File: src/rtl/qs_fifo_pkg.sv
// Shared helpers for the qs_fifo family: width derivation and
// push/pop case encoding.
package qs_fifo_pkg;

    localparam logic [1:0] PUSH = 2'b10;
    localparam logic [1:0] POP  = 2'b01;
    localparam logic [1:0] BOTH = 2'b11;

    function automatic int clog2(input int v);
        int r;
        r = 0;
        while ((1 << r) < v) begin
            r = r + 1;
        end
        return r;
    endfunction

    function automatic int cnt_w(input int depth);
        return clog2(depth + 1);
    endfunction

    // Keep at least one bit so a depth-1 style corner never yields a zero-width bus.
    function automatic int ptr_w(input int depth);
        int w;
        w = clog2(depth);
        return (w < 1) ? 1 : w;
    endfunction

endpackage

File: src/rtl/qs_fifo_ptr.sv
// Wrapping pointer for qs_fifo: counts 0..DEPTH-1 and wraps by compare,
// so any DEPTH works, not just powers of two.
module qs_fifo_ptr
    import qs_fifo_pkg::*;
#(
    parameter int DEPTH = 4,
    parameter int PTR_W = ptr_w(DEPTH)
) (
    input  logic             clk,
    input  logic             reset_n,
    input  logic             clr,
    input  logic             inc,
    output logic [PTR_W-1:0] ptr
);

    localparam logic [PTR_W-1:0] LAST = PTR_W'(DEPTH - 1);

    logic [PTR_W-1:0] ptr_nxt;

    always_comb begin
        ptr_nxt = ptr;
        if (clr) begin
            ptr_nxt = '0;
        end else if (inc) begin
            ptr_nxt = (ptr == LAST) ? '0 : ptr + 1'b1;
        end
    end

    always_ff @(posedge clk or negedge reset_n) begin
        if (!reset_n) begin
            ptr <= '0;
        end else begin
            ptr <= ptr_nxt;
        end
    end

endmodule

File: src/rtl/qs_fifo_lvl.sv
// Single-clock show-ahead FIFO with occupancy count and level flags.
// Define QS_FIFO_ERR_EN to add sticky overflow/underflow outputs.
module qs_fifo_lvl
    import qs_fifo_pkg::*;
#(
    parameter int DATA_W    = 8,
    parameter int DEPTH     = 4,
    parameter int AF_THRESH = DEPTH - 1,
    parameter int AE_THRESH = 1
) (
    input  logic                      clk,
    input  logic                      reset_n,
    input  logic                      flush_i,
    input  logic                      push_i,
    input  logic [DATA_W-1:0]         push_data_i,
    input  logic                      pop_i,
    output logic [DATA_W-1:0]         pop_data_o,
    output logic                      full_o,
    output logic                      empty_o,
    output logic                      almost_full_o,
    output logic                      almost_empty_o,
    output logic [cnt_w(DEPTH)-1:0]   count_o
`ifdef QS_FIFO_ERR_EN
    ,
    input  logic                      err_clr_i,
    output logic                      overflow_o,
    output logic                      underflow_o
`endif
);

    localparam int CNT_W = cnt_w(DEPTH);
    localparam int PTR_W = ptr_w(DEPTH);

    logic [DATA_W-1:0] mem [DEPTH];
    logic [PTR_W-1:0]  wr_ptr;
    logic [PTR_W-1:0]  rd_ptr;
    logic [CNT_W-1:0]  count;
    logic [CNT_W-1:0]  count_nxt;
    logic              push_acc;
    logic              pop_acc;

    // A push into a full FIFO is only safe when a pop frees a slot the same edge.
    assign push_acc = push_i && (!full_o || pop_i) && !flush_i;
    assign pop_acc  = pop_i && !empty_o && !flush_i;

    qs_fifo_ptr #(
        .DEPTH (DEPTH),
        .PTR_W (PTR_W)
    ) u_wr_ptr (
        .clk     (clk),
        .reset_n (reset_n),
        .clr     (flush_i),
        .inc     (push_acc),
        .ptr     (wr_ptr)
    );

    qs_fifo_ptr #(
        .DEPTH (DEPTH),
        .PTR_W (PTR_W)
    ) u_rd_ptr (
        .clk     (clk),
        .reset_n (reset_n),
        .clr     (flush_i),
        .inc     (pop_acc),
        .ptr     (rd_ptr)
    );

    always_ff @(posedge clk) begin
        if (push_acc) begin
            mem[wr_ptr] <= push_data_i;
        end
    end

    always_comb begin
        count_nxt = count;
        if (flush_i) begin
            count_nxt = '0;
        end else begin
            unique case ({push_acc, pop_acc})
                PUSH:    count_nxt = count + 1'b1;
                POP:     count_nxt = count - 1'b1;
                BOTH:    count_nxt = count;
                default: count_nxt = count;
            endcase
        end
    end

    always_ff @(posedge clk or negedge reset_n) begin
        if (!reset_n) begin
            count <= '0;
        end else begin
            count <= count_nxt;
        end
    end

    assign count_o        = count;
    assign pop_data_o     = mem[rd_ptr];
    assign full_o         = (count == CNT_W'(DEPTH));
    assign empty_o        = (count == '0);
    assign almost_full_o  = (count >= CNT_W'(AF_THRESH));
    assign almost_empty_o = (count <= CNT_W'(AE_THRESH));

`ifdef QS_FIFO_ERR_EN
    logic ovf_set;
    logic unf_set;

    assign ovf_set = push_i && full_o && !pop_i && !flush_i;
    assign unf_set = pop_i && empty_o && !flush_i;

    // Clear beats a same-cycle set so software never loses an ack.
    always_ff @(posedge clk or negedge reset_n) begin
        if (!reset_n) begin
            overflow_o  <= 1'b0;
            underflow_o <= 1'b0;
        end else if (err_clr_i) begin
            overflow_o  <= 1'b0;
            underflow_o <= 1'b0;
        end else begin
            overflow_o  <= overflow_o | ovf_set;
            underflow_o <= underflow_o | unf_set;
        end
    end
`endif

endmodule

File: config.mk
export PLATFORM = sky130hd
export DESIGN_NAME = qs_fifo_lvl
export DESIGN_NICKNAME = d
export VERILOG_FILES = /design/src/rtl/qs_fifo_pkg.sv /design/src/rtl/qs_fifo_ptr.sv /design/src/rtl/qs_fifo_lvl.sv
export SDC_FILE = /design/constraint.sdc
export NUM_CORES = 1
export LEC_CHECK = 0
export BUFFER_PORTS_ARGS = -buffer_cell sky130_fd_sc_hd__buf_2
export CAP_MARGIN = 20
export CELL_PAD_IN_SITES_DETAIL_PLACEMENT = 0
export CELL_PAD_IN_SITES_GLOBAL_PLACEMENT = 1
export CORE_ASPECT_RATIO = 0.7
export CORE_MARGIN = 2
export CORE_UTILIZATION = 30
export CTS_CLUSTER_DIAMETER = 150
export DETAILED_ROUTE_END_ITERATION = 10
export PLACE_DENSITY_LB_ADDON = 0.25
export SLEW_MARGIN = 20
export SYNTH_ARGS = -nofsm -noshare
export SYNTH_HDL_FRONTEND = slang
export SYNTH_SLANG_ARGS = --single-unit
export TNS_END_PERCENT = 20
File: constraint.sdc
create_clock -name clk -period 4.4 [get_ports clk]
set_clock_uncertainty 0.2 [all_clocks]
set_input_delay 0.66 -clock clk [delete_from_list [all_inputs] [get_ports clk]]
set_output_delay 0.66 -clock clk [all_outputs]
set_load 0.005 [all_outputs]
# Word level (Yosys, flattened, before mapping)
# Memory sizes are Yosys's and may differ from the RTL's.
# Cells that the tools add are included.
[word_totals] register_bits=7 ramBits=32 inputBits=13 wordCells=37 n_memories=1
[memory_table] memory="mem" words=4 width=8 rd=1 rd_clocked_by_memory_dff=0 write_ports=1 line_no="qs_fifo_lvl.sv:34" source="logic [DATA_W-1:0] mem [DEPTH];"
[op_classes] add_sub_neg=4 n_lt_le_gt_ge=2 n_eq_ne=5 mux=10 reduce_logical=12
[ops] op="$mux W2" n=6
[ops] op="$eq A2 B2 Y1 const B" n=3
[ops] op="$pmux W3 S2" n=1
[ops] op="$add A2 B1 Y2 const B" n=2
[ops] op="$logic_and A1 B1 Y1" n=4
[ops] op="$reduce_bool A2 Y1" n=2
[ops] op="$add A3 B1 Y3 const B" n=1
[ops] op="$eq A3 B3 Y1 const B" n=1
[ops] op="$ge A3 B2 Y1 const B" n=1
[ops] op="$le A3 B1 Y1 const B" n=1
[ops] op="$logic_not A1 Y1" n=3
[ops] op="$logic_not A3 Y1" n=1
[ops] op="$mux W3" n=1
[ops] op="$reduce_bool A3 Y1" n=1
[ops] op="$sub A3 B1 Y3 const B" n=1
[ops] op="$eq A2 B1 Y1 const B" n=1
[ops] op="$mux W1" n=2
[ops] op="$logic_or A1 B1 Y1" n=1

# Longest topological paths before layout
# Gate-level depths: netlist of run 1.
[logic_depth] word_depth=8 depth_mapped=7 mapped_depth_nobuf=7

# Cells and area by module
# A second synthesis of run 1 with hierarchy kept.
[unflattened] cells_unflattened=110 hier_area_um2=1740.4
[modules_own_cells] module="qs_fifo_lvl" instances=1 cells_per_inst=94 area_each_um2=1540.2 seq_area_each_um2=1036.0
[modules_own_cells] module="qs_fifo_ptr" instances=2 cells_per_inst=8 area_each_um2=100.1 seq_area_each_um2=50.0

# Worst setup path before layout of run 1
# No wires, ideal clock.
[synth_path] path_kind="register to output" from="reg u_rd_ptr.ptr[0]" to="out pop_data_o[0]" t_arrival_ns=1.095 required_time_ns=3.540 path_slack_ns=2.445 stages_incl_launch_ff=3 n_path_buf=1 cell_sequence="dfrtp_1 buf_2 mux4_2"
[synth_via] elab_chain_len=1
[synth_rtl] element="start, declared" line_no="qs_fifo_ptr.sv:13" source="output logic [PTR_W-1:0] ptr"
[synth_rtl] element="start signal, assigned" line_no="qs_fifo_ptr.sv:33" source="ptr <= ptr_nxt;"
[synth_rtl] element="$mem_v2 Z4 W8"
[synth_rtl] element="end, declared" line_no="qs_fifo_lvl.sv:17" source="output logic [DATA_W-1:0] pop_data_o,"
# No other way between the ends.

# Worst setup path after layout of run 1
[layout_path] from="reg u_rd_ptr.ptr[0]" to="out pop_data_o[2]"
# The elaborated chain is that of the path after synthesis.

==> reports/qor.yml, run 1 <==
status:
  status: "complete, no violations"
place:
  place_congestion: 0.7806
  postPlaceCellArea_sq_mm: 0.001941
  dp_hpwl_um: 2181
  place_inst: 206
  io_buffers: 27
  pre_cts_slack_ns: 2.065
sta:
  hold_violations: 0
  rsz0062_at_grt: "false"
  slew_viol_final: 0
  slew_headroom_pct: 60.98
  finalSetupViolCount: 0
  setup_ws_ns: 1.801
  tightest_slew_ns: 0.5853
  finalCriticalPeriod_ns: 2.599
  hold_ws_ns: 0.3805
  fin_tns_setup_ns: 0
  min_period_over_period_pct: 59.08
  fmax_mhz: 384.7
die:
  rows: 23
  coreArea_sq_mm: 0.005640
  die_w_um: 94.61
  die_h_um: 67.43
  initial_core_util_pct: 30.57
  ios: 28
  die_area_sq_mm: 0.006379
cts:
  clock-sinks: 39
  ctsHtreeMaxLevel: 2
  cts_buffers: 5
  cts_resized: 0
  cts-root-buf: "clkbuf_8"
  worstSkewPairLatency_ns: 0.29
  cts_setup_buffers: 0
  clk_path_buf_depth: 2
  hold_buffers: 1
  clkTransAtPathRegs_ns: 0.07
  cts_tree: "done"
grt:
  grt_pass1_wl_um: 4761
  grt-ovfl-total: 0
  grt.total_usage_pct: 10.50
  first_global_vias: 936
  antenna_found_initial: 0
  grt_max_degree: 13
route:
  antenna_left: 0
  drc_errors: 0
  vias: 950
  viasPerCell: 4.419
  drt_iter0_markers: 68
  wl_per_cell_um: 14.00
  wl_um: 3011
  dr.pass1.iters: 4
synth:
  seq_area_frac_synth_pct: 65.89
  async_reset_ff_share_pct: 17.95
  ys_warn_count: 0
  synthFlopType: "edfxtp_1"
  synth_edf_count: 32
  syn_avg_cell_area_sq_um: 16.11
  synth.cell_area_sq_mm: 0.001724
  synth_seq_cells: 39
  synth_fp_nets: 129
  syn-instance-count: 107
  ys_types: 26
  synth_top_area_share_pct: 55.73
  yosysTopAreaCell: "edfxtp_1"
  netlist_top_cells_area: "edfxtp_1, mux4_2, dfrtp_1"
setup_path:
  required_ns: 3.54
  critPathMaxFanout: 10
  crit_type: "reg -> out"
  cp-end-kind: "output pin"
  startpoint_type: "flip-flop"
  r2r_slack_ns: 2.13
  critPathArrivalTime_ns: 1.74
finish:
  fin_nets: 161
  mostFrequentLayoutCells: "edfxtp_1, buf_2, nor2_1"
  multiInputGateArea_sq_um: 541.8
  diodes: 0
  instances_no_fill: 215
  drive_above_1_share_pct: 32.14
  layout_commonest_cell: "edfxtp_1"
  seq_area_sq_mm: 0.001136
  finalInstanceArea_sq_mm: 0.002054
  n_fill_cell: 561
  syn2layout_area_growth_pct: 19.16
flow_run:
  max_cap_viol_count: 0
min_path:
  min_path_type: "in -> reg"
power_and_ir_drop:
  leakage_nw: 0.7944
  power_density_mw_per_mm2: 531.6
  ir_worst_vdd_mv: 0.1228
flip-flops by register name (all words and copies together) (netlist names):
name          flops
u_wr_ptr.ptr      2
count_o           3
u_rd_ptr.ptr      2
mem              32
path summary, 6_finish.rpt:
check	start	endpoint	cells after the start
min in group asynchronous	reset_n	u_rd_ptr.ptr[1]	2
worst min-delay path	push_data_i[3]	mem[0][3]	1
max in group asynchronous	reset_n	u_rd_ptr.ptr[0]	2
worst min register to register	u_wr_ptr.ptr[1]	u_wr_ptr.ptr[1]	2
worst max-delay path	u_rd_ptr.ptr[0]	pop_data_o[2]	2
worst max register to register	count_o[0]	mem[0][0]	6
report_power, final:
part | total, W | switching (W) | internal, W
clock network | 0.000265 | 0.000123 | 0.000142
logic | 0.000339 | 0.000153 | 0.000186
registers | 0.000488 | 0.0000547 | 0.000433
total | 0.00109 | 0.000330 | 0.000762
cell type report:
cell class / instances / area share (%)
sequential: 39 / 55.30
multi-input combinational: 56 / 26.37
timing repair buffer: 28 / 7.065
clock buffer: 7 / 4.689
tap: 75 / 4.568
inverter: 9 / 1.644
clock inverter: 1 / 0.3654
worst max-delay path: stages, from the launching register on:
cell and delay, ns:
dfrtp_1 0.71, mux4_2 0.59, buf_2 0.14
cells by family after synthesis:
| family | after synthesis | share of synthesized area [%] |
|---|---|---|
| mux | 9 | 11.03 |
| simple gates | 26 | 7.257 |
| xor+xnor | 5 | 3.338 |
| flops | 39 | 65.89 |
| compound gates | 7 | 3.266 |
| buf+inv | 12 | 2.685 |
| fa+ha+maj | 9 | 6.531 |
metal layers:
metal,wire length (um),up-vias,track usage (%)
li1,-,451,-
met5,0,-,0
met3,131,2,4.353
met4,27,0,3.804
met1,1426,482,13.73
met2,1425,15,15.78
per-stage QoR:
step                utilization, %  total power [W]
floorplan                        -        0.0007177
global placement             34.41        0.0008370
detailed placement           34.41        0.0008415
CTS                          36.42         0.001108
global route                 36.42         0.001165
finish                       36.42         0.001092
cell usage after synthesis (3+ instances only):
master,count
nand2_1,3
edfxtp_1,32
mux4_2,8
dfrtp_1,7
inv_1,9
and2_1,4
ha_1,9
nor2_1,11
No activity file was read; power rests on OpenSTA's default activity.
==> run 2, diff against run 1 <==
clock period = 2.13 ns   (was 4.4 ns; I/O delays follow)
==> run 2 against run 1 <==
Flip-flop and latch count did not move. Final area rose by 4.9%. Count of clock-buffer cells in the layout is 1 lower. Setup slack got worse by 1.7 ns. Global-route usage down 0.38 points. Sequential share of layout area is 2.6 points lower. Via count is 0.95% lower. Die area did not move. Core utilization is 1.8 points higher. Sequential power increased by 96%. Critical path type unchanged. Largest cell class unchanged.
==> reports/qor.yml, run 2 (synthesized netlist as in run 1, its figures left out) <==
grt:
  first_global_vias: 912
  antenna_found_initial: 0
  grt-ovfl-total: 0
  grt_pass1_wl_um: 4623
  grt.total_usage_pct: 10.13
  grt_max_degree: 13
route:
  vias: 941
  antenna_left: 0
  drc_errors: 0
  drt_iter0_markers: 42
  wl_um: 2955
  viasPerCell: 4.258
  dr.pass1.iters: 4
  wl_per_cell_um: 13.37
sta:
  finalCriticalPeriod_ns: 1.986
  fmax_mhz: 503.5
  slew_headroom_pct: 71.74
  min_period_over_period_pct: 93.24
  slew_viol_final: 0
  finalSetupViolCount: 0
  rsz0062_at_grt: "false"
  hold_violations: 0
  fin_tns_setup_ns: 0
  tightest_slew_ns: 0.4240
  hold_ws_ns: 0.04795
die:
  die_h_um: 67.43
  initial_core_util_pct: 30.57
  die_area_sq_mm: 0.006379
  ios: 28
  die_w_um: 94.61
  coreArea_sq_mm: 0.005640
  rows: 23
power_and_ir_drop:
  leakage_nw: 0.8481
  power_density_mw_per_mm2: 1145
  ir_worst_vdd_mv: 0.3865
cts:
  cts_tree: "done"
  worstSkewPairLatency_ns: 0.28
  clock-sinks: 39
  clkTransAtPathRegs_ns: 0.07
  ctsHtreeMaxLevel: 2
  clk_path_buf_depth: 2
  cts_setup_buffers: 0
  cts_buffers: 5
  cts-root-buf: "clkbuf_8"
finish:
  seq_area_sq_mm: 0.001136
  drive_above_1_share_pct: 35.62
  multiInputGateArea_sq_um: 544.3
  mostFrequentLayoutCells: "edfxtp_1, buf_2, nor2_1"
  syn2layout_area_growth_pct: 25.04
  n_fill_cell: 545
  regMostFlops: "mem"
  finalInstanceArea_sq_mm: 0.002156
  largest_register_ffs: 32
  layout_commonest_cell: "edfxtp_1"
  fin_nets: 167
  diodes: 0
place:
  dp_hpwl_um: 2183
  place_congestion: 0.7363
  io_buffers: 27
  postPlaceCellArea_sq_mm: 0.002011
min_path:
  hold_depth: 1
  hold_path.startpoint: "push_data_i[7]"
  worst_hold_path.endpoint: "mem[0][7]"
  min_path_type: "in -> reg"
setup_path:
  r2r_cells: 6
  reg2reg_to: "mem[2][6]"
  r2r-start: "count_o[1]"
  r2r_slack_ns: 0.18
  critPathMaxFanout: 4
  required_ns: 1.61
  crit_type: "reg -> out"
  cp-startpoint: "count_o[0]"
  startpoint_type: "flip-flop"
  cp-end-kind: "output pin"
  critPathArrivalTime_ns: 1.47
flow_run:
  max_cap_viol_count: 0
status:
  status: "complete, no violations"
==> run 2: changes by cell type in the layout (fill, tap and decap cells not counted), sizes merged <==
cell	delta
clkinvlp	-1
buf	+6
clkbuf	-1
bufinv	+2
==> run 2: worst max path at each step <==
stage               endpoint  slack [ns]  cells after the start
2_1_floorplan      mem[3][0]        0.22                      6
4_1_cts            mem[3][4]        0.02                      6
3_5_place_dp       mem[3][2]        0.04                      6
5_1_grt            mem[3][4]       0.006                      6
6_report       almost_full_o        0.14                      6
3_3_place_gp       mem[3][6]        0.13                      6
==> run 2: timing repair <==
action	in CTS	in global routing
hold buffers	1	0
hold endpoints to repair	7	0
endpoints found under the setup margin	0	16
gates resized for setup	0	2
==> run 2: power breakdown <==
group          internal (W)  switching, W
registers          0.000895     0.0000597
clock network      0.000468      0.000239
logic              0.000435      0.000371
total               0.00180      0.000670
==> run 2: metal layers <==
layer	GRT usage [%]	vias up	part of all wire, %
met5	0	-	0
met4	4.891	0	2.1
met3	3.460	6	3.8
met2	14.54	15	45
met1	13.79	453	49
li1	-	467	-
==> run 2: metrics by stage <==
stage          setup slack, ns  total power, W  instances  utilization, %
5_1_grt               0.006097        0.002619        221           38.22
3_3_place_gp            0.1279        0.001796        212           35.65
4_1_cts                0.02038        0.002500        221           38.18
2_1_floorplan           0.2188        0.001483        107               -
3_5_place_dp           0.03691        0.001791        212           35.65
6_report                0.1441        0.002469        221           38.22
==> run 2: worst max-delay path, stage by stage (launching register included) <==
cell	delay (ns)
dfrtp_1	0.38
buf_4	0.14
ha_1	0.19
ha_1	0.17
nor2_1	0.08
o21ai_0	0.08
buf_2	0.13
==> run 2: area by class of cell <==
cell class              count  share of cell area, %
repair buffers             34                  9.983
multi-input cells          56                  25.25
inverters                   9                  1.567
well taps                  75                  4.353
clock buffers               6                  3.366
flip-flops and latches     39                  52.70
clock inverters             2                  2.786
